$ cat src/rtl/audio_serial_tx_if.sv
`default_nettype none
// ============================================================================
// Module   : audio_serial_tx_if
// Brief    : Sample-input and serial-output bundle for audio_serial_tx.
// Revision : 1.0 - initial release
// ============================================================================
interface audio_serial_tx_if;
  logic [17:0] l_audio_in;
  logic [17:0] r_audio_in;
  logic        ready;
  logic        sclk;
  logic        lrclk;
  logic        sdata;
  logic        frame_start;
  logic        underrun;
  logic        overrun;

  modport master (
    output l_audio_in, r_audio_in, ready,
    input  sclk, lrclk, sdata, frame_start, underrun, overrun
  );

  modport slave (
    input  l_audio_in, r_audio_in, ready,
    output sclk, lrclk, sdata, frame_start, underrun, overrun
  );
endinterface
`default_nettype wire

$ cat src/rtl/audio_serial_tx.sv
`default_nettype none
// ============================================================================
// Module   : audio_serial_tx
// Brief    : Left-justified stereo serialiser with a one-pair holding register.
// Revision : 1.0 - initial release
// ============================================================================
module audio_serial_tx #(
  parameter int CLK_DIV   = 4,
  parameter int SLOT_BITS = 32
) (
  input  logic             clock,
  input  logic             reset,
  audio_serial_tx_if.slave bus
);

  localparam int c_FRAME_BITS = 2 * SLOT_BITS;
  localparam int c_DIV_W      = (CLK_DIV > 1) ? $clog2(CLK_DIV) : 1;
  localparam int c_IDX_W      = $clog2(c_FRAME_BITS);

  localparam logic [c_DIV_W-1:0] c_DIV_LAST  = c_DIV_W'(CLK_DIV - 1);
  localparam logic [c_DIV_W-1:0] c_DIV_ONE   = c_DIV_W'(1);
  localparam logic [c_IDX_W-1:0] c_IDX_LAST  = c_IDX_W'(c_FRAME_BITS - 1);
  localparam logic [c_IDX_W-1:0] c_IDX_RIGHT = c_IDX_W'(SLOT_BITS);
  localparam logic [c_IDX_W-1:0] c_IDX_ONE   = c_IDX_W'(1);

  logic [c_DIV_W-1:0]      r_div;
  logic [c_IDX_W-1:0]      r_bit_idx;
  logic                    r_sclk;
  logic                    r_lrclk;
  logic                    r_sdata;
  logic                    r_frame_start;
  logic                    r_underrun;
  logic                    r_overrun;
  logic [17:0]             r_hold_l;
  logic [17:0]             r_hold_r;
  logic                    r_full;
  logic [c_FRAME_BITS-1:0] r_shift;

  logic                    w_toggle;
  logic                    w_tick;
  logic                    w_boundary;
  logic                    w_load;
  logic [c_IDX_W-1:0]      w_idx_next;
  logic [SLOT_BITS-1:0]    w_slot_l;
  logic [SLOT_BITS-1:0]    w_slot_r;
  logic [c_FRAME_BITS-1:0] w_frame;
  logic [c_FRAME_BITS-1:0] w_shift_src;

  always_comb begin
    w_toggle    = (r_div == c_DIV_LAST);
    // Only the falling sclk edge advances the bit stream.
    w_tick      = w_toggle && r_sclk;
    w_boundary  = (r_bit_idx == c_IDX_LAST);
    w_load      = w_tick && w_boundary;
    w_idx_next  = w_boundary ? '0 : r_bit_idx + c_IDX_ONE;
    w_slot_l    = SLOT_BITS'(r_hold_l) << (SLOT_BITS - 18);
    w_slot_r    = SLOT_BITS'(r_hold_r) << (SLOT_BITS - 18);
    w_frame     = r_full ? {w_slot_l, w_slot_r} : '0;
    w_shift_src = w_boundary ? w_frame : r_shift;
  end

  always_ff @(posedge clock) begin
    if (!reset) begin
      r_div         <= '0;
      r_bit_idx     <= c_IDX_LAST;
      r_sclk        <= 1'b0;
      r_lrclk       <= 1'b0;
      r_sdata       <= 1'b0;
      r_frame_start <= 1'b0;
      r_underrun    <= 1'b0;
      r_overrun     <= 1'b0;
      r_hold_l      <= '0;
      r_hold_r      <= '0;
      r_full        <= 1'b0;
      r_shift       <= '0;
    end else begin
      r_frame_start <= w_load;
      r_underrun    <= w_load && !r_full;
      // A ready landing on the load edge refills a freshly emptied register.
      r_overrun     <= bus.ready && r_full && !w_load;
      r_div         <= w_toggle ? '0 : r_div + c_DIV_ONE;

      if (w_toggle) begin
        r_sclk <= !r_sclk;
      end

      if (w_tick) begin
        r_bit_idx <= w_idx_next;
        r_lrclk   <= (w_idx_next >= c_IDX_RIGHT);
        r_sdata   <= w_shift_src[c_FRAME_BITS-1];
        r_shift   <= {w_shift_src[c_FRAME_BITS-2:0], 1'b0};
      end

      if (bus.ready) begin
        r_hold_l <= bus.l_audio_in;
        r_hold_r <= bus.r_audio_in;
        r_full   <= 1'b1;
      end else if (w_load) begin
        r_full   <= 1'b0;
      end
    end
  end

  assign bus.sclk        = r_sclk;
  assign bus.lrclk       = r_lrclk;
  assign bus.sdata       = r_sdata;
  assign bus.frame_start = r_frame_start;
  assign bus.underrun    = r_underrun;
  assign bus.overrun     = r_overrun;

endmodule
`default_nettype wire

$ cat src/flat_wrapper.sv
// flat-port wrapper written by rule: the top's interface ports become plain ports
module audio_serial_tx_flat 
#(
  parameter int CLK_DIV   = 4,
  parameter int SLOT_BITS = 32
)
  (clock, reset, bus_l_audio_in, bus_r_audio_in, bus_ready, bus_sclk, bus_lrclk, bus_sdata, bus_frame_start, bus_underrun, bus_overrun);
  audio_serial_tx_if bus_i ();
  input  logic clock;
  input  logic reset;
  input wire logic [$bits(bus_i.l_audio_in)-1:0] bus_l_audio_in;
  input wire logic [$bits(bus_i.r_audio_in)-1:0] bus_r_audio_in;
  input wire logic [$bits(bus_i.ready)-1:0] bus_ready;
  output wire logic [$bits(bus_i.sclk)-1:0] bus_sclk;
  output wire logic [$bits(bus_i.lrclk)-1:0] bus_lrclk;
  output wire logic [$bits(bus_i.sdata)-1:0] bus_sdata;
  output wire logic [$bits(bus_i.frame_start)-1:0] bus_frame_start;
  output wire logic [$bits(bus_i.underrun)-1:0] bus_underrun;
  output wire logic [$bits(bus_i.overrun)-1:0] bus_overrun;
  assign bus_i.l_audio_in = bus_l_audio_in;
  assign bus_i.r_audio_in = bus_r_audio_in;
  assign bus_i.ready = bus_ready;
  assign bus_sclk = bus_i.sclk;
  assign bus_lrclk = bus_i.lrclk;
  assign bus_sdata = bus_i.sdata;
  assign bus_frame_start = bus_i.frame_start;
  assign bus_underrun = bus_i.underrun;
  assign bus_overrun = bus_i.overrun;
  audio_serial_tx #(.CLK_DIV(CLK_DIV), .SLOT_BITS(SLOT_BITS)) u_core (.clock(clock), .reset(reset), .bus(bus_i));
endmodule
$ cat config.mk
export PLATFORM = sky130hd
export DESIGN_NAME = audio_serial_tx_flat
export DESIGN_NICKNAME = d
export VERILOG_FILES = /design/src/rtl/audio_serial_tx_if.sv /design/src/rtl/audio_serial_tx.sv /design/src/flat_wrapper.sv
export SDC_FILE = /design/constraint.sdc
export NUM_CORES = 1
export LEC_CHECK = 0
export ABC_CLOCK_PERIOD_IN_PS = 2330
export BUFFER_PORTS_ARGS = -buffer_cell sky130_fd_sc_hd__clkbuf_2
export CAP_MARGIN = 20
export CORE_MARGIN = 2
export CORE_UTILIZATION = 55
export CTS_BUF_LIST = sky130_fd_sc_hd__clkbuf_4
export CTS_CLUSTER_DIAMETER = 40
export CTS_CLUSTER_SIZE = 12
export DETAILED_ROUTE_END_ITERATION = 6
export GPL_TIMING_DRIVEN = 0
export HOLD_SLACK_MARGIN = 0.1
export PLACE_DENSITY = 0.85
export SLEW_MARGIN = 20
export SYNTH_ARGS = -nofsm -noshare
export SYNTH_HDL_FRONTEND = slang
export SYNTH_SLANG_ARGS = --single-unit
$ cat constraint.sdc
create_clock -name clock -period 2.33 [get_ports clock]
set_clock_uncertainty 0.2 [all_clocks]
set_input_delay 0 -clock clock [delete_from_list [all_inputs] [get_ports clock]]
set_output_delay 0 -clock clock [all_outputs]
set_load 0.02 [all_outputs]
==> flow_metrics.tcl, run 1 <==
set metrics [dict create \
    status "finished clean" \
    worst_pin_slew_ns 0.541 \
    dr.pass1.iters 5 \
    hold_path_class "in -> reg" \
    critical_path_class "reg -> reg" \
    max_freq_mhz 482 \
    dp_hpwl_um 6650 \
    detail-route-antenna-nets 0 \
    grt_pass1_wl_um 18900 \
    viasPerCell 5.97 \
    ys_ff_latch 100 \
    finalSetupViolations 0 \
    p_seq_frac 0.612 \
    stdcell_count 641 \
    synthDistinctLibCells 38 \
    synthArstFlopShare 0 \
    fin_crit_ns 2.08 \
    avgRoutedWirePerCell_um 17.7 \
    cts.repair.resized 0 \
    slew_violations 0 \
    holdWs_ns 0.173 \
    final.fill_count 505 \
    grt_max_degree 16 \
    grt.overflow.total 0 \
    floorplan.die.height_um 90.1 \
    drcViolationCount 0 \
    synth_area_leaders "dfxtp_1 49%, mux2i_1 8.8%, nor2b_1 5.5%" \
    die_area_um2 8130 \
    port_buffers 43 \
    crit_path_end_kind "register" \
    finalSetupTns_ns 0 \
    vias 3826 \
    combPwrFrac 0.115 \
    synth_area_um2 4080 \
    synth_seq_area_share 0.490 \
    critPathMaxFanout 10 \
    grt_pass1_vias 3873 \
    pin_count 45 \
    postLayoutCoreUtil 0.720 \
    diodes 0 \
    cp.required_ns 2.51 \
    synth_area_leader_cell "dfxtp_1" \
    syn-num-nets 458 \
    rsz0062_at_grt "false" \
    start_util 0.566 \
    syn_inst 417 \
    p_per_area_nw_per_um2 564 \
    arrival_ns 2.25 \
    clk_latency_ns 0.45 \
    ys.flop_type "dfxtp_1" \
    drive_above_1_share 0.151 \
    clk_pin_slew_ns 0.14 \
    synth_edf_count 0 \
    yosysMostFrequentCell "dfxtp_1" \
    cts.hold.buffers_added 67 \
    cts_buffers 9 \
    final_hold_viol_count 0 \
    ys_top_cells_by_count "100 x dfxtp_1, 36 x mux2i_1, 36 x nor2b_1" \
    clkPwrFrac 0.273 \
    syn_area_per_cell_um2 9.79 \
    yosysTopAreaCellShare 0.490 \
    peakVddDrop_mv 0.405 \
    cts_sinks 100 \
    cp-start-kind "register" \
    min_period_over_period 0.891 \
    num_rows 31 \
    antenna_found_initial 0 \
    maxCapViolations 0 \
    relSlewSlack 0.639 \
    power.share.switching 0.259 \
    p_leak_nw 2.14 \
    grtUsageTotal 0.289 \
    die_w_um 90.1 \
    dp_cells 559 \
    p_switching_mw 0.759 \
    routed_wl_um 11300 \
    p_int_mw 2.17 \
    area_growth_pct 27.3 \
    drtIter0Drc 476 \
    postCtsSetupRepairBufs 0 \
    cts_tree "built" \
    clk_path_buf_depth 2 \
    place_congestion 0.904 \
    cts_root_buf "clkbuf_4" \
    h-tree-depth 3 \
    nets 579 \
    yosysWarningCount 0 \
    core_um2 7210 \
]
## path summary, 6_finish.rpt
check,start,end,slack (ns),cells past startpoint
max,u_core.r_bit_idx[0],u_core.bus.lrclk,0.25,6
min,bus_r_audio_in[4],u_core.r_hold_r[4],0.17,4
max reg2reg,u_core.r_bit_idx[0],u_core.bus.lrclk,0.25,6
min reg2reg,u_core.r_div[0],u_core.r_div[0],0.24,1
## power by group through the flow
stage | Combinational [mW] | Sequential (mW) | Clock [mW]
2_1_floorplan | 0.142 | 1.82 | 0
4_1_cts | 0.322 | 1.79 | 0.789
3_5_place_dp | 0.216 | 1.83 | 0
5_1_grt | 0.365 | 1.80 | 0.859
6_report | 0.337 | 1.79 | 0.800
3_3_place_gp | 0.208 | 1.82 | 0
## registers in the layout, indices dropped and copies added (netlist names)
signal,cells
u_core.bus.frame_start,1
u_core.bus.lrclk,1
u_core.bus.overrun,1
u_core.bus.sclk,1
u_core.bus.sdata,1
u_core.bus.underrun,1
u_core.r_bit_idx,6
u_core.r_div,2
u_core.r_full,1
u_core.r_hold_l,18
u_core.r_hold_r,18
u_core.r_shift,49
## layout make-up
| cell class | count | area, um2 | share of cell area |
|---|---|---|---|
| clock inverters | 5 | 30.0 | 0.00578 |
| multi-input cells | 273 | 1880 | 0.361 |
| clock buffers | 10 | 75.1 | 0.0144 |
| plain buffers | 42 | 196 | 0.0378 |
| well taps | 99 | 124 | 0.0238 |
| flip-flops and latches | 100 | 2000 | 0.385 |
| inverters | 2 | 7.51 | 0.00144 |
| repair buffers | 110 | 886 | 0.170 |
## logic make-up (layout without fill, tap and decap cells)
| logic type | count (synthesis) | in the layout | share of synthesized area |
|---|---|---|---|
| AOI/OAI and AO/OA | 121 | 121 | 0.211 |
| and+or+nand+nor | 112 | 112 | 0.150 |
| DFF | 100 | 100 | 0.490 |
| buffers and inverters | 44 | 169 | 0.0500 |
| muxes | 36 | 36 | 0.0883 |
| adders and majority gates | 2 | 2 | 0.00613 |
| xor gates and xnor gates | 2 | 2 | 0.00429 |
## metal layers
metal  track usage  vias up  share of wire
met4         0.112        0          0.025
met3        0.0495       35          0.075
met5             0        -              0
met1         0.362     1816           0.40
met2         0.499      206           0.50
li1              -     1769              -
## cells in the final DEF (no fill, tap or decap), drive strengths merged, types with 2 or more instances in the layout
cell,synthesis,layout
nand3,6,6
and2,3,3
ha,2,2
or3,2,2
buf,23,23
a221o,19,19
a32o,2,2
clkbuf,19,72
xor2,2,2
a21boi,14,14
dlygate4sd3,0,67
and3,19,19
a21oi,15,15
a31oi,3,3
dfxtp,100,100
mux2i,36,36
o21ai,35,35
inv,2,2
nand4,5,5
nor2b,36,36
clkinv,0,4
a41oi,13,13
nand2,26,26
o211ai,14,14
nor2,10,10
## critical path: stages, from the launching register on
cell       delay (ns)
dfxtp_1          0.37
ha_1             0.24
and3_1           0.18
buf_2            0.19
a21oi_2          0.43
buf_6            0.23
a2bb2oi_1        0.18
## through the flow
stage / setup WS (ns) / instance area (um2) / power, mW
after global routing: 0.120 / 5200 / 3.02
after floorplan: 0.653 / 4080 / 1.96
final: 0.254 / 5200 / 2.93
after CTS: 0.289 / 5200 / 2.90
after global placement: 0.376 / 4420 / 2.03
after detailed placement: 0.314 / 4420 / 2.04
No activity file was read; power rests on OpenSTA's default activity.
==> run 2, diff against run 1 <==
- ABC_CLOCK_PERIOD_IN_PS: 2330 -> 2590
- SETUP_SLACK_MARGIN: unset -> 0.5
- clock period: 2.33 -> 2.59 ns (I/O delays scaled with it)
==> run 2 against run 1 <==
Net effect:
- critical path depth shrank 1
- die area unchanged
- sequential share of layout area is 0.20 points lower
- count of clock-buffer cells in the layout did not move
- fmax rose by 3.6%
- sequential cell count stayed put
- combinational power decreased by 9.5%
- design area rose by 0.53%
- core utilization up 0.38 points
- register-to-register slack improved by 0.33 ns
- highest routed layer unchanged
==> flow_metrics.tcl, run 2 (same netlist as run 1, synthesis figures left out) <==
set metrics [dict create \
    largest_reg_flops 49 \
    cp_num_buf_inv 1 \
    avgRoutedWirePerCell_um 17.8 \
    reg2reg_slack_ns 0.59 \
    diodes 0 \
    die_area_um2 8130 \
    critical_path_class "reg -> reg" \
    num_rows 31 \
    maxCapViolations 0 \
    crit_slowest_cell "dfxtp_1" \
    rsz0062_at_grt "false" \
    final_common_cell "dfxtp_1" \
    vias 3819 \
    cts_sinks 100 \
    h-tree-depth 3 \
    finalSetupTns_ns 0 \
    grt_pass1_vias 3873 \
    clk_pin_slew_ns 0.15 \
    reg_top3 "u_core.r_shift x49, u_core.r_hold_l x18, u_core.r_hold_r x18" \
    most-common-layout-cells "100 x dfxtp_1, 67 x dlygate4sd3_1, 46 x clkbuf_2" \
    p_per_area_nw_per_um2 504 \
    slew_violations 0 \
    ff2ff_path_depth 5 \
    die_w_um 90.1 \
    port_buffers 43 \
    min_period_over_period 0.774 \
    grt_max_degree 16 \
    clk_path_buf_depth 2 \
    viasPerCell 5.96 \
    area_growth_pct 28.0 \
    critPathMaxFanout 9 \
    cp.required_ns 2.74 \
    floorplan.die.height_um 90.1 \
    drtIter0Drc 528 \
    slowest_delay_ns 0.41 \
    max_freq_mhz 499 \
    drcViolationCount 0 \
    finalSetupViolations 0 \
    drive_above_1_share 0.159 \
    pin_count 45 \
    cp-start-kind "register" \
    start_util 0.566 \
    cts_tree "built" \
    dr.pass1.iters 5 \
    final.fill_count 501 \
    total_power_mw 2.63 \
    crit_chain "ha_1 > and3_1 > buf_2 > nand2_1 > a221o_1" \
    holdPathStages 4 \
    place_congestion 0.904 \
    status "finished clean" \
    final_hold_viol_count 0 \
    nets 579 \
    crit_cells 5 \
    routed_wl_um 11400 \
    postCtsSetupRepairBufs 0 \
    clk_latency_ns 0.45 \
    grt.overflow.total 0 \
    detail-route-antenna-nets 0 \
    peakVddDrop_mv 0.363 \
    dp_hpwl_um 6650 \
    hold_path_class "in -> reg" \
    core_um2 7210 \
    cts_buffers 9 \
    cts_root_buf "clkbuf_4" \
    grtUsageTotal 0.289 \
    crit_path_end_kind "register" \
    worst_pin_slew_ns 0.511 \
    p_leak_nw 2.16 \
    arrival_ns 2.15 \
    grt_pass1_wl_um 18900 \
    crit_family "simple AND/OR/NAND/NOR gates" \
    fin_crit_ns 2.00 \
    regMostFlops "u_core.r_shift" \
    antenna_found_initial 0 \
    relSlewSlack 0.659 \
]
==> run 2: repair_timing <==
item / in CTS / in global routing
hold endpoints to repair: 51 / 0
resized for setup: 0 / 9
hold buffers: 67 / 0
setup endpoints to repair: 0 / 34
==> run 2: path summary, 6_finish.rpt <==
path,from,to
setup reg to reg,u_core.r_bit_idx[0],u_core.r_shift[58]
hold / removal,bus_r_audio_in[4],u_core.r_hold_r[4]
setup / recovery,u_core.r_bit_idx[0],u_core.r_shift[58]
hold reg to reg,u_core.r_div[0],u_core.r_div[0]
==> run 2: per-stage QoR <==
stage	setup WS (ns)	instances	util	area, um2	hold slack (ns)
after floorplan	0.913	417	-	4080	-0.0306
after global placement	0.636	559	0.613	4420	0.0567
after detailed placement	0.574	559	0.613	4420	0.0664
after CTS	0.549	641	0.720	5200	0.149
after global routing	0.512	641	0.724	5220	0.207
final	0.586	641	0.724	5220	0.166
==> run 2: worst reg2reg max path, stage by stage (launching register included) <==
cell and delay (ns):
dfxtp_1 0.41, ha_1 0.23, and3_1 0.16, buf_2 0.25, nand2_1 0.25, a221o_1 0.40
==> run 2: area by class of cell <==
cell class                      count  area (um2)  share of cell area
Timing Repair Buffer              110         886               0.170
Multi-Input combinational cell    273        1900               0.363
Sequential cell                   100        2000               0.383
Inverter                            2        7.51             0.00144
Clock buffer                       10        75.1              0.0144
Clock inverter                      5        30.0             0.00575
Tap cell                           99         124              0.0237
Buffer                             42         203              0.0388
==> run 2: routing by layer <==
layer | track usage | wire [um] | up-vias
met5 | 0 | 0 | -
met4 | 0.112 | 296 | 0
met3 | 0.0495 | 814 | 38
met2 | 0.499 | 5790 | 201
met1 | 0.362 | 4540 | 1818
li1 | - | - | 1762
==> run 2: report_power, final <==
group	total (mW)	internal [mW]	switching, mW	leakage, nW
clock	0.714	0.199	0.515	0.0597
sequential	1.61	1.58	0.0287	0.814
combinational	0.305	0.170	0.135	1.29
total	2.63	1.95	0.679	2.16
